==> src/rtl/ladybird_config.sv <==
// ladybird_config: shared constants, state enum and cause encoding for the ladybird interrupt controller
package ladybird_config;
  localparam int XLEN = 32;
  localparam logic [1:0] PRIV_MODE_U = 2'b00;
  localparam logic [1:0] PRIV_MODE_S = 2'b01;
  localparam logic [1:0] PRIV_MODE_M = 2'b11;
  localparam logic [11:0] CSR_ADDR_M_IE       = 12'h304;
  localparam logic [11:0] CSR_ADDR_M_IP       = 12'h344;
  localparam logic [11:0] CSR_ADDR_M_TIMECMP  = 12'h7c0;
  localparam logic [11:0] CSR_ADDR_M_TIMECMPH = 12'h7c1;
  localparam logic [11:0] CSR_ADDR_M_MSIP     = 12'h7c2;
  localparam int IRQ_CODE_MSI = 3;
  localparam int IRQ_CODE_MTI = 7;
  localparam int IRQ_CODE_MEI = 11;
  localparam logic [XLEN-1:0] MIE_MASK = XLEN'((1 << IRQ_CODE_MSI) | (1 << IRQ_CODE_MTI) | (1 << IRQ_CODE_MEI));
  typedef enum logic [1:0] {ST_IDLE, ST_REQ, ST_HOLDOFF} irq_state_e;
  // Highest-priority pending source wins: MEI, then MSI, then MTI.
  function automatic logic [XLEN-1:0] irq_cause_of(input logic [XLEN-1:0] cand);
    return cand[IRQ_CODE_MEI] ? {1'b1, (XLEN-1)'(IRQ_CODE_MEI)} :
           cand[IRQ_CODE_MSI] ? {1'b1, (XLEN-1)'(IRQ_CODE_MSI)} :
           cand[IRQ_CODE_MTI] ? {1'b1, (XLEN-1)'(IRQ_CODE_MTI)} : '0;
  endfunction
endpackage

==> src/rtl/ladybird_irq_ctrl.sv <==
// ladybird_irq_ctrl: machine-level interrupt CSRs, timer compare and request/ack handshake FSM
module ladybird_irq_ctrl
  import ladybird_config::*;
#(
  parameter int HART_ID = 0,
  parameter logic [63:0] MTIMECMP_INIT = '1
) (
  input  logic            clk,
  input  logic            rst,
  input  logic [63:0]     rtc,
  input  logic [1:0]      mode,
  input  logic            m_ie,
  input  logic            ext_irq,
  input  logic            wr_valid,
  input  logic [11:0]     wr_addr,
  input  logic [XLEN-1:0] wr_data,
  input  logic [11:0]     rd_addr,
  output logic [XLEN-1:0] rd_data,
  output logic            irq_req,
  output logic [XLEN-1:0] irq_cause,
  input  logic            irq_ack
);
  logic            ext_q;
  logic            msip;
  logic [XLEN-1:0] mie;
  logic [63:0]     mtimecmp;
  logic [XLEN-1:0] mip;
  logic [XLEN-1:0] cand;
  irq_state_e      state;

  assign mip  = XLEN'({ext_q, 3'b0, rtc >= mtimecmp, 3'b0, msip, 3'b0});
  assign cand = ((mode != PRIV_MODE_M) | m_ie) ? (mip & mie) : '0;

  always_ff @(posedge clk) begin
    if (rst) begin
      ext_q    <= 1'b0;
      msip     <= 1'b0;
      mie      <= '0;
      mtimecmp <= MTIMECMP_INIT;
    end else begin
      ext_q <= ext_irq;
      if (wr_valid) begin
        if (wr_addr == CSR_ADDR_M_IE) mie <= wr_data & MIE_MASK;
        if (wr_addr == CSR_ADDR_M_MSIP) msip <= wr_data[0];
        if (wr_addr == CSR_ADDR_M_TIMECMP) mtimecmp[31:0] <= wr_data[31:0];
        if (wr_addr == CSR_ADDR_M_TIMECMPH) mtimecmp[63:32] <= wr_data[31:0];
      end
    end
  end

  always_comb begin
    rd_data = '0;
    case (rd_addr)
      CSR_ADDR_M_IE:       rd_data = mie;
      CSR_ADDR_M_IP:       rd_data = mip;
      CSR_ADDR_M_TIMECMP:  rd_data = XLEN'(mtimecmp[31:0]);
      CSR_ADDR_M_TIMECMPH: rd_data = XLEN'(mtimecmp[63:32]);
      CSR_ADDR_M_MSIP:     rd_data = XLEN'(msip);
      default:             rd_data = '0;
    endcase
  end

  // Ack wins over withdrawal; HOLDOFF gives the CSR one cycle to clear MIE.
  always_ff @(posedge clk) begin
    if (rst) begin
      state     <= ST_IDLE;
      irq_req   <= 1'b0;
      irq_cause <= '0;
    end else begin
      case (state)
        ST_IDLE:
          if (|cand) begin
            state     <= ST_REQ;
            irq_req   <= 1'b1;
            irq_cause <= irq_cause_of(cand);
          end
        ST_REQ:
          if (irq_ack) begin
            state   <= ST_HOLDOFF;
            irq_req <= 1'b0;
          end else if (~|cand) begin
            state   <= ST_IDLE;
            irq_req <= 1'b0;
          end else begin
            irq_cause <= irq_cause_of(cand);
          end
        default: begin
          state   <= ST_IDLE;
          irq_req <= 1'b0;
        end
      endcase
    end
  end

`ifndef SYNTHESIS
  always_ff @(posedge clk)
    if (!rst && irq_ack && state != ST_REQ)
      $warning("hart %0d: irq_ack outside request ignored", HART_ID);
`endif
endmodule

==> config.mk <==
export PLATFORM = sky130hd
export DESIGN_NAME = ladybird_irq_ctrl
export DESIGN_NICKNAME = d
export VERILOG_FILES = /design/src/rtl/ladybird_config.sv /design/src/rtl/ladybird_irq_ctrl.sv
export SDC_FILE = /design/constraint.sdc
export NUM_CORES = 1
export LEC_CHECK = 0
export ABC_CLOCK_PERIOD_IN_PS = 3300
export BUFFER_PORTS_ARGS = -buffer_cell sky130_fd_sc_hd__buf_2
export CORE_MARGIN = 2
export CORE_UTILIZATION = 45
export DETAILED_ROUTE_END_ITERATION = 6
export PLACE_DENSITY = 0.75
export SLEW_MARGIN = 0
export SYNTH_ARGS = -nofsm -noshare
export SYNTH_HDL_FRONTEND = slang
export SYNTH_SLANG_ARGS = --single-unit
==> constraint.sdc <==
create_clock -name clk -period 3.3 [get_ports clk]
set_input_delay 0.66 -clock clk [delete_from_list [all_inputs] [get_ports clk]]
set_output_delay 0.66 -clock clk [all_outputs]
set_load 0.1 [all_outputs]
======== Yosys cells after proc, flatten, opt, wreduce, memory -nomap -nowiden ========
Index checks and enable logic that the tools add are counted.
storage, ports and cells
  register bits ........................... 104
  input port bits ......................... 128
operators by class
  bitwise operators ....................... 2
  reductions and logical operators ........ 9
  multiplexer cells ....................... 16
  magnitude comparators ................... 1
  equal/unequal tests ..................... 14
operators by type and width
  kind                                                                     count
  32-bit two-way mux                                                       5
  32-bit case mux with 5 select lines                                      1
  12-bit by 11-bit equality test with 1-bit output, second input constant  6
  64-bit >= comparator                                                     1
  32-bit case mux with 2 select lines                                      1
  12-bit by 10-bit equality test with 1-bit output, second input constant  3
  32-bit OR reduction                                                      1
  12-bit AND                                                               1
  12-bit two-way mux                                                       1
  2-bit AND reduction                                                      6
  2-bit two-way mux                                                        3
  2-bit inequality test, second input constant                             3
  2-bit case mux with 2 select lines                                       1
  1-bit two-way mux                                                        3
  3-bit inequality test, second input constant                             1
  2-bit by 1-bit equality test with 1-bit output, second input constant    1
  2-bit zero test                                                          1
  1-bit case mux with 2 select lines                                       1
  2-bit nonzero test                                                       1
  1-bit OR                                                                 1

======== Longest topological paths before layout ========
Gate-level depths: netlist of the first run.
  word-level depth ........................ 9
  mapped depth ............................ 9
  mapped depth without buffers ............ 9

======== Worst setup path before layout of the first run ========
OpenSTA, ideal clock, no wires.
  path kind ............................... input port to output port
  start ................................... input port rtc[11]
  end ..................................... output port rd_data[7]
  required time ........................... 2.640 ns
  cell stages on the path ................. 8
  data arrival time ....................... 3.207 ns
  setup slack ............................. -0.567 ns
  cells stage by stage .................... ha_1 > nand4_1 > or3_1 > o311ai_1 > o311a_1 > o211ai_2 > a311o_1 > o21ai_1
between the ends
  word-level cells in the longest chain between the ends .. 2
ends and longest elaborated chain
  item                                 line                     RTL
  start, declared                      ladybird_irq_ctrl.sv:10  input logic [63:0] rtc,
  64-bit >= comparator                 ladybird_irq_ctrl.sv:31  assign mip = XLEN'({ext_q, 3'b0, rtc >= mtimecmp, 3'b0, msip, 3'b0});
  32-bit case mux with 5 select lines  ladybird_irq_ctrl.sv:53  case (rd_addr)
  end, declared                        ladybird_irq_ctrl.sv:18  output logic [XLEN-1:0] rd_data,
No other way between the ends.

======== Final worst setup path of the first run ========
  start ................................... input port rtc[14]
  end ..................................... output port rd_data[7]
The elaborated chain is that of the path after synthesis.

==> impl_metrics.csv, run 1 <==
group,metric,value,unit
status,status,"complete, but fails checks",
status,failed_checks,"setup timing",
clocking,h-tree-depth,3,
global_route,grtUsageMet2,0.418,
sta,period_share,1.02,
route,drt_iter0_markers,237,
worst_hold_path,min-delay-start,"state[1]",
placement,dp_hpwl,10900,µm
clocking,cts.sinks,74,
sta,hold_viol,0,
sta,rsz0062_at_grt,"true",
clocking,cts_root_buffer,"clkbuf_8",
floorplan,die_h,109,µm
clocking,clkTransAtPathRegs,0.07,ns
global_route,grt_pass1_wl,21800,µm
floorplan,fp-row-count,38,
power,switching_share,0.296,
power,p_int,1.28,mW
worst_hold_path,worstHoldPathCells,1,
clocking,cts_buffers,9,
finish,num_antenna_cells,0,
global_route,globalRouteOverflowTotal,0,
logic_synthesis,syn_area_per_cell,8.27,µm²
critical_path,critPathLaunchType,"input port",
global_route,grt.met1_usage,0.286,
worst_hold_path,hold_path.class,"flip-flop to flip-flop",
critical_path,cp_max_fo,3,
placement,numPortBuffers,165,
clocking,cts_max_path_buffers,2,
logic_synthesis,async_reset_ff_frac,0,
power,p_clk_frac,0.324,
floorplan,coreArea,10800,µm²
global_route,grt_pass1_vias,4689,
run,maxCapViolCount,0,
clocking,tritoncts,"built",
route,drt_pre_antenna_iters,4,
floorplan,start_util,0.460,
route,num_vias,4813,
route,via_per_inst,5.30,
floorplan,dieArea,11900,µm²
finish,final_nets,957,
logic_synthesis,ys_seq_area_frac,0.297,
critical_path,criticalPathCategory,"input port to output pin",
sta,finalCriticalPeriod,3.36,ns
finish,drive_gt1_frac,0.315,
route,routed_wl,13900,µm
sta,skew,0.00622,ns
route,wl_per_cell,15.3,µm
global_route,grt_usage,0.234,
floorplan,io_pins,193,
logic_synthesis,synth_cell_types,53,
sta,tns,-0.0605,ns
power,leakagePower,3.56,nW
power,p_comb_frac,0.184,
logic_synthesis,synthTopCellsByArea,"dfxtp_1 30%, ha_1 16%, o211ai_1 9.5%",
global_route,grt_max_degree,65,
power,p_switching,0.537,mW
finish,area_growth,34.6,%
finish,design_area,6710,µm²
critical_path,reg2reg_slack,0.74,ns
placement,gp_congestion,0.836,
route,drc,0,
placement,dpl_cell_area,6470,µm²
critical_path,rr_endpoint,"irq_cause[2]",
critical_path,crit_arrival,2.70,ns
critical_path,endpoint_kind,"output pin",
logic_synthesis,ys_ff_latch,74,
sta,slew_violations,0,
logic_synthesis,synth-main-ff-cell,"dfxtp_1",
logic_synthesis,synth_edf_count,0,
logic_synthesis,yosysWarnings,0,
power,sequentialPowerShare,0.492,
critical_path,cp_slowest_stage_delay,0.40,ns
sta,fmax,298,MHz
logic_synthesis,synth_top_cell_area_share,0.297,
critical_path,slowest_stage,"or3_1",
floorplan,fp.dieW,109,µm
critical_path,rr_startpoint,"mtimecmp[13]",
sta,slew_headroom,0.556,
sta,tightest_slew,0.665,ns
global_route,grtUsageMet3,0.0251,
logic_synthesis,synthTopCellsByCount,"83 x nand2_1, 74 x dfxtp_1, 71 x inv_1, 64 x ha_1, 63 x o211ai_1",
sta,setup_ws,-0.0605,ns
critical_path,crit_path_cell_trace,"buf_6, ha_4, nand4_1, or3_1, o311ai_1, o311a_1, o211ai_2, a311o_1, o21ai_2, buf_12",
logic_synthesis,synth_top_cell_by_area,"dfxtp_1",
route,drtAntennaViolNets,0,
logic_synthesis,yosysMostFrequentCell,"nand2_1",
power,p_per_area,271,nW/µm²
global_route,antenna_found_initial,0,
clocking,postCtsSetupBuffers,0,
logic_synthesis,syn_inst,603,
logic_synthesis,syn-cell-area,4980,µm²
global_route,grt_most_used_layer,"met2",
power,vdd_ir_drop_max,0.000140,V
worst_hold_path,min_to,"state[1]",
critical_path,reg2reg_depth,10,
clocking,clk-insertion-delay-late,0.33,ns
critical_path,cp.required,2.64,ns
sta,finalSetupViolations,1,
==> layer usage <==
layer  part of all wire  up-vias
li1                   -     2381
met1               0.43     2237
met2               0.50      162
met3              0.047       33
met4              0.025        0
met5                  0        -
==> layout by cell type, fill, tap and decap left out, types with 7 or more instances in the layout <==
cell type,Yosys,routed
dfxtp_1,74,71
nand2_1,83,83
o21ai_0,7,7
clkbuf_8,0,10
ha_1,64,60
buf_12,0,35
inv_1,71,66
nor2_2,0,18
nand4_1,12,12
conb_1,1,27
buf_2,6,130
a21oi_1,26,26
mux2i_1,39,39
nor2_1,40,20
buf_4,29,15
o211ai_1,63,63
==> critical path: cells and delay by family <==
kind / cells / cell delay [ns]
simple gates: 2 / 0.54
buf+inv: 2 / 0.29
fa+ha+maj: 1 / 0.26
compound gates: 5 / 0.93
==> state kept, by name (all words and copies together), names as in the netlist <==
register	flops
ext_q	1
mie	3
irq_cause	3
mtimecmp	64
msip	1
state	2
==> through the flow <==
step                 util  hold WS (ns)  power [mW]  setup WS, ns  cells
detailed placement  0.597         0.416        1.24        -0.163    894
global route        0.619         0.463        1.89        -0.206    908
CTS                 0.619         0.433        1.83       -0.0793    908
finish              0.619         0.439        1.82       -0.0605    908
floorplan               -         0.392        1.15        -0.558    629
global placement    0.597         0.402        1.23        -0.158    894
==> kinds of logic (layout without fill, tap and decap cells) <==
logic type               count (synthesis)  count (layout)  share of synthesized area
flip-flops                              74              74                      0.297
multiplexers                            39              39                     0.0783
AO/OA/AOI/OAI                          123             123                      0.175
adder cells (fa/ha/maj)                 64              64                      0.161
buffers and inverters                  129             268                      0.122
other                                    1              27                   0.000752
AND/OR/NAND/NOR                        173             173                      0.166
==> final cells by class <==
type | instances | area [µm²]
Tap cell | 140 | 175
Fill cell | 915 | 4130
Timing Repair Buffer | 183 | 1500
Clock buffer | 14 | 153
Sequential cell | 74 | 1490
Inverter | 71 | 267
Multi-Input combinational cell | 426 | 3130
==> power groups by stage <==
stage	registers (mW)	logic, mW	clock network (mW)
global placement	0.914	0.319	0
CTS	0.894	0.333	0.607
global route	0.893	0.355	0.637
floorplan	0.914	0.236	0
finish	0.894	0.334	0.589
detailed placement	0.914	0.327	0
==> how the worst max path moves through the flow <==
stage	startpoint	end	depth (start not counted)
floorplan	rd_addr[11]	rd_data[11]	7
global placement	rtc[19]	rd_data[7]	11
detailed placement	rtc[14]	rd_data[7]	10
CTS	rtc[14]	rd_data[7]	10
global route	mtimecmp[13]	rd_data[7]	10
finish	rtc[14]	rd_data[7]	10
==> what timing repair did <==
item | in CTS | in global routing
pin swaps | 8 | 0
resized for setup | 16 | 0
gates cloned | 0 | 0
setup endpoints to repair | 1 | 1
hold buffers | 0 | 0
Note: power is estimated with default switching activity, not from simulation.
==> run 2: changes to the inputs <==
Settings changed: RECOVER_POWER set to 100.
==> run 2 against run 1 <==
The run still ends with setup timing left. Die area did not move. Flip-flop and latch count did not move. Register-to-register slack got worse by 0.25 ns. Cell count did not move. Clock power barely moved. Combinational power barely moved. Wire length rose by 0.83%. Fmax fell by 0.44%. Sequential share of layout area rose by 1.1 points. Core utilization fell by 2.9 points. Cell area fell by 4.6%. Worst setup slack got worse by 0.015 ns.
==> impl_metrics.csv, run 2 (same netlist as run 1, synthesis figures left out) <==
group,metric,value,unit
finish,top_regs,"mtimecmp (64), irq_cause (3), mie (3)",
placement,dp_hpwl,10900,µm
power,p_comb_frac,0.184,
worst_hold_path,min_to,"state[1]",
critical_path,critPathLaunchType,"input port",
route,met1Wirelength,5940,µm
floorplan,fp-row-count,38,
route,wl_met2,6990,µm
worst_hold_path,min-delay-start,"state[1]",
sta,tns,-0.0755,ns
worst_hold_path,worstHoldPathCells,1,
global_route,grt_max_degree,65,
floorplan,die_h,109,µm
finish,finish.utilization,0.590,
sta,setup_ws,-0.0755,ns
finish,drive_gt1_frac,0.284,
critical_path,endpoint_kind,"output pin",
route,via_per_inst,5.26,
power,sequentialPowerShare,0.492,
route,drtAntennaViolNets,0,
sta,slew_headroom,0.118,
finish,largest_register_ffs,64,
placement,gp_congestion,0.836,
route,top_layer_used,"met4",
finish,final_common_cell,"buf_2",
clocking,clkTransAtPathRegs,0.07,ns
route,drc,0,
critical_path,criticalPathCategory,"input port to output pin",
global_route,grt_usage,0.234,
clocking,cts_max_path_buffers,2,
placement,place_inst,894,
power,p_int,1.28,mW
power,leakagePower,3.48,nW
sta,skew,0.00571,ns
status,status,"complete, but fails checks",
placement,numPortBuffers,165,
finish,num_antenna_cells,0,
critical_path,crit_arrival,2.72,ns
critical_path,reg2reg_slack,0.49,ns
sta,rsz0062_at_grt,"true",
finish,fin_cells,908,
global_route,grt_pass1_vias,4689,
sta,fmax,296,MHz
finish,final_cell_mix,"127 x buf_2, 83 x nand2_1, 71 x dfxtp_1",
clocking,tritoncts,"built",
worst_hold_path,hold_path.class,"flip-flop to flip-flop",
floorplan,io_pins,193,
critical_path,rr_endpoint,"irq_cause[2]",
finish,final_nets,957,
finish,regMostFlops,"mtimecmp",
power,p_total,1.82,mW
sta,period_share,1.02,
power,switching_share,0.296,
power,vdd_ir_drop_max,0.000140,V
global_route,grt_pass1_wl,21800,µm
critical_path,reg2reg_depth,10,
route,drt_iter0_markers,208,
finish,nFillCells,966,
finish,area_growth,28.3,%
power,p_per_area,284,nW/µm²
sta,finalCriticalPeriod,3.38,ns
clocking,cts_root_buffer,"clkbuf_8",
clocking,h-tree-depth,3,
sta,slew_violations,0,
global_route,antenna_found_initial,0,
global_route,globalRouteOverflowTotal,0,
route,drt_pre_antenna_iters,4,
placement,dpl_cell_area,6470,µm²
floorplan,fp.dieW,109,µm
clocking,cts_buffers,9,
route,num_vias,4779,
clocking,clk-insertion-delay-late,0.33,ns
critical_path,cp_max_fo,3,
power,p_switching,0.538,mW
status,failed_checks,"setup timing",
route,routed_wl,14000,µm
clocking,cts.sinks,74,
route,wl_met3,708,µm
route,wl_per_cell,15.4,µm
clocking,hold_buffers,0,
sta,hold_viol,0,
sta,tightest_slew,1.32,ns
power,p_clk_frac,0.325,
critical_path,rr_startpoint,"mtimecmp[13]",
floorplan,dieArea,11900,µm²
finish,design_area,6400,µm²
critical_path,cp.required,2.64,ns
sta,finalSetupViolations,1,
floorplan,start_util,0.460,
run,maxCapViolCount,0,
floorplan,coreArea,10800,µm²
==> run 2: how the worst max path moves through the flow <==
stage	depth (start not counted)	slack, ns	to	from
after global placement	11	-0.16	rd_data[7]	rtc[19]
after CTS	10	-0.08	rd_data[7]	rtc[14]
after detailed placement	10	-0.16	rd_data[7]	rtc[14]
after global routing	10	-0.21	rd_data[7]	mtimecmp[13]
after floorplan	7	-0.56	rd_data[11]	rd_addr[11]
final	10	-0.08	rd_data[7]	rtc[14]
==> run 2: final cells by class <==
cell class | count | area (µm²) | share of cell area
tap | 140 | 175 | 0.0274
inverter | 71 | 267 | 0.0417
sequential | 74 | 1490 | 0.232
multi-input combinational | 426 | 3080 | 0.482
clock buffer | 14 | 153 | 0.0239
timing repair buffer | 183 | 1230 | 0.193
==> run 2: power groups by stage <==
stage | sequential [mW] | combinational, mW | clock [mW]
after floorplan | 0.914 | 0.236 | 0
after global placement | 0.914 | 0.319 | 0
after detailed placement | 0.914 | 0.327 | 0
after CTS | 0.894 | 0.333 | 0.607
after global routing | 0.893 | 0.354 | 0.637
final | 0.894 | 0.334 | 0.590
==> run 2: layer usage <==
metal  GRT usage  vias up
met4      0.0904        0
met2       0.418      154
met3      0.0251       31
met1       0.286     2217
li1            -     2377
met5           0        -
==> run 2: critical path, stage by stage <==
cell,delay [ns]
buf_6,0.09
ha_4,0.26
nand4_1,0.15
or3_1,0.40
o311ai_1,0.27
o311a_1,0.19
o211ai_2,0.10
a311o_1,0.30
o21ai_2,0.08
buf_12,0.19
==> run 2: timing repair <==
action	4_1_cts	5_1_grt
buffers inserted	0	0
resized for setup	16	0
pin swaps	8	0
endpoints found under the setup margin	1	1
hold endpoints to repair	0	0
==> run 2: per-stage QoR <==
stage,hold slack (ns),worst slack (ns)
after floorplan,0.392,-0.558
after global placement,0.402,-0.158
after detailed placement,0.416,-0.163
after CTS,0.433,-0.0793
after global routing,0.463,-0.206
final,0.439,-0.0755
==> run 3: changes to the inputs <==
Settings changed: ABC_CLOCK_PERIOD_IN_PS 3300 to 3800, SETUP_SLACK_MARGIN set to 0.2.
Clock period 3.3 ns to 3.8 ns, I/O delays scaled along.
==> run 3 against run 2 <==
The run ends with capacitance limit, slew limit left. Sequential share of layout area is 0.92 points higher. Combinational power is 15% lower. Clock-buffer cell count up 1. Clock power rose by 3%. Cell area is 4.0% lower. Power down 8.5%. Critical path type unchanged. Highest routed layer unchanged.
==> impl_metrics.csv, run 3 (same netlist as run 1, synthesis figures left out) <==
group,metric,value,unit
sta,finalCriticalPeriod,3.62,ns
clocking,cts_root_buffer,"clkbuf_8",
route,drtAntennaViolNets,0,
floorplan,coreArea,10800,µm²
route,drc,0,
floorplan,start_util,0.460,
finish,nFillCells,1005,
worst_hold_path,hold_path.class,"flip-flop to flip-flop",
power,p_clk_frac,0.363,
global_route,grt_usage,0.232,
finish,final_cell_mix,"126 x buf_2, 83 x nand2_1, 74 x dfxtp_1",
global_route,antenna_found_initial,0,
floorplan,io_pins,193,
floorplan,die_h,109,µm
sta,period_share,0.953,
status,failed_checks,"capacitance limit, slew limit",
sta,tightest_slew,2.12,ns
finish,largest_register_ffs,64,
finish,finish.utilization,0.566,
finish,fin_cells,901,
power,p_int,1.18,mW
power,p_comb_frac,0.170,
clocking,tritoncts,"built",
placement,dpl_cell_area,5880,µm²
placement,place_inst,882,
run,maxCapViolCount,1,
route,wl_per_cell,15.3,µm
power,leakagePower,3.41,nW
clocking,hold_buffers,0,
clocking,clkTransAtPathRegs,0.07,ns
global_route,globalRouteOverflowTotal,0,
power,vdd_ir_drop_max,0.000146,V
finish,final_common_cell,"buf_2",
finish,drive_gt1_frac,0.288,
status,status,"complete, but fails checks",
sta,skew,0.00688,ns
critical_path,criticalPathCategory,"input port to output pin",
route,drt_pre_antenna_iters,4,
finish,top_regs,"mtimecmp (64), irq_cause (3), mie (3)",
power,switching_share,0.289,
power,sequentialPowerShare,0.466,
power,p_per_area,271,nW/µm²
finish,final_nets,948,
critical_path,cp.required,3.04,ns
finish,num_antenna_cells,0,
sta,slew_violations,68,
sta,hold_viol,0,
clocking,cts.sinks,74,
floorplan,fp.dieW,109,µm
clocking,cts_buffers,9,
sta,rsz0062_at_grt,"true",
finish,regMostFlops,"mtimecmp",
placement,dp_hpwl,10600,µm
clocking,h-tree-depth,3,
floorplan,fp-row-count,38,
global_route,grt_max_degree,68,
route,num_vias,4708,
critical_path,cp_max_fo,3,
critical_path,crit_arrival,2.86,ns
route,drt_iter0_markers,257,
finish,design_area,6140,µm²
clocking,cts_max_path_buffers,2,
global_route,grt_pass1_vias,4594,
placement,gp_congestion,0.833,
route,via_per_inst,5.23,
sta,fmax,276,MHz
critical_path,critPathLaunchType,"input port",
route,routed_wl,13700,µm
power,p_total,1.66,mW
sta,slew_headroom,-0.413,
clocking,clk-insertion-delay-late,0.34,ns
finish,area_growth,23.1,%
power,p_switching,0.481,mW
floorplan,dieArea,11900,µm²
global_route,grt_pass1_wl,21500,µm
sta,finalSetupViolations,0,
critical_path,endpoint_kind,"output pin",
placement,numPortBuffers,165,
run 3: final timing paths:
| kind | startpoint | to | slack, ns | cells after the start |
|---|---|---|---|---|
| worst max-delay path | rtc[14] | rd_data[7] | 0.18 | 10 |
| worst min-delay path | state[1] | state[1] | 0.43 | 1 |
| worst max register to register | mtimecmp[15] | irq_cause[2] | 1.03 | 9 |
| worst min register to register | state[1] | state[1] | 0.43 | 1 |
run 3: metal layers:
layer,wire [µm],GRT usage,part of all wire
met5,0,0,0
met4,271,0.0949,0.020
met3,648,0.0395,0.047
met2,6890,0.404,0.50
met1,5930,0.281,0.43
run 3: power groups by stage:
stage | Clock, mW | Combinational, mW | Sequential, mW
after global placement | 0 | 0.270 | 0.794
after global routing | 0.650 | 0.302 | 0.776
after floorplan | 0 | 0.205 | 0.794
final | 0.605 | 0.283 | 0.776
after CTS | 0.625 | 0.280 | 0.776
after detailed placement | 0 | 0.278 | 0.794
run 3: per-stage QoR:
| step | setup TNS [ns] | hold WS (ns) | setup WS [ns] |
|---|---|---|---|
| final | 0 | 0.426 | 0.178 |
| after CTS | 0 | 0.421 | 0.200 |
| after detailed placement | 0 | 0.404 | 0.0866 |
| after global routing | 0 | 0.432 | 0.106 |
| after global placement | 0 | 0.402 | 0.136 |
| after floorplan | -0.899 | 0.392 | -0.258 |
run 3: cell type report:
class,count,area (µm²),area share
multi-input combinational,426,3100,0.505
timing repair buffer,174,915,0.149
clock inverter,1,5.00,0.000815
inverter,71,267,0.0434
sequential,74,1480,0.241
clock buffer,15,196,0.0320
tap,140,175,0.0285
run 3: critical path, stage by stage:
cell and delay [ns]:
buf_2 0.10, ha_1 0.30, nand4_1 0.15, or3_1 0.40, o311ai_2 0.28, o311a_1 0.19, o211ai_2 0.10, a311o_1 0.30
o21ai_2 0.08, buf_12 0.20
run 3: what timing repair did:
action,in CTS,in global routing
pin swaps,4,2
resized for setup,2,2
setup buffers,1,2
endpoints found under the setup margin,1,1
cloned,0,0
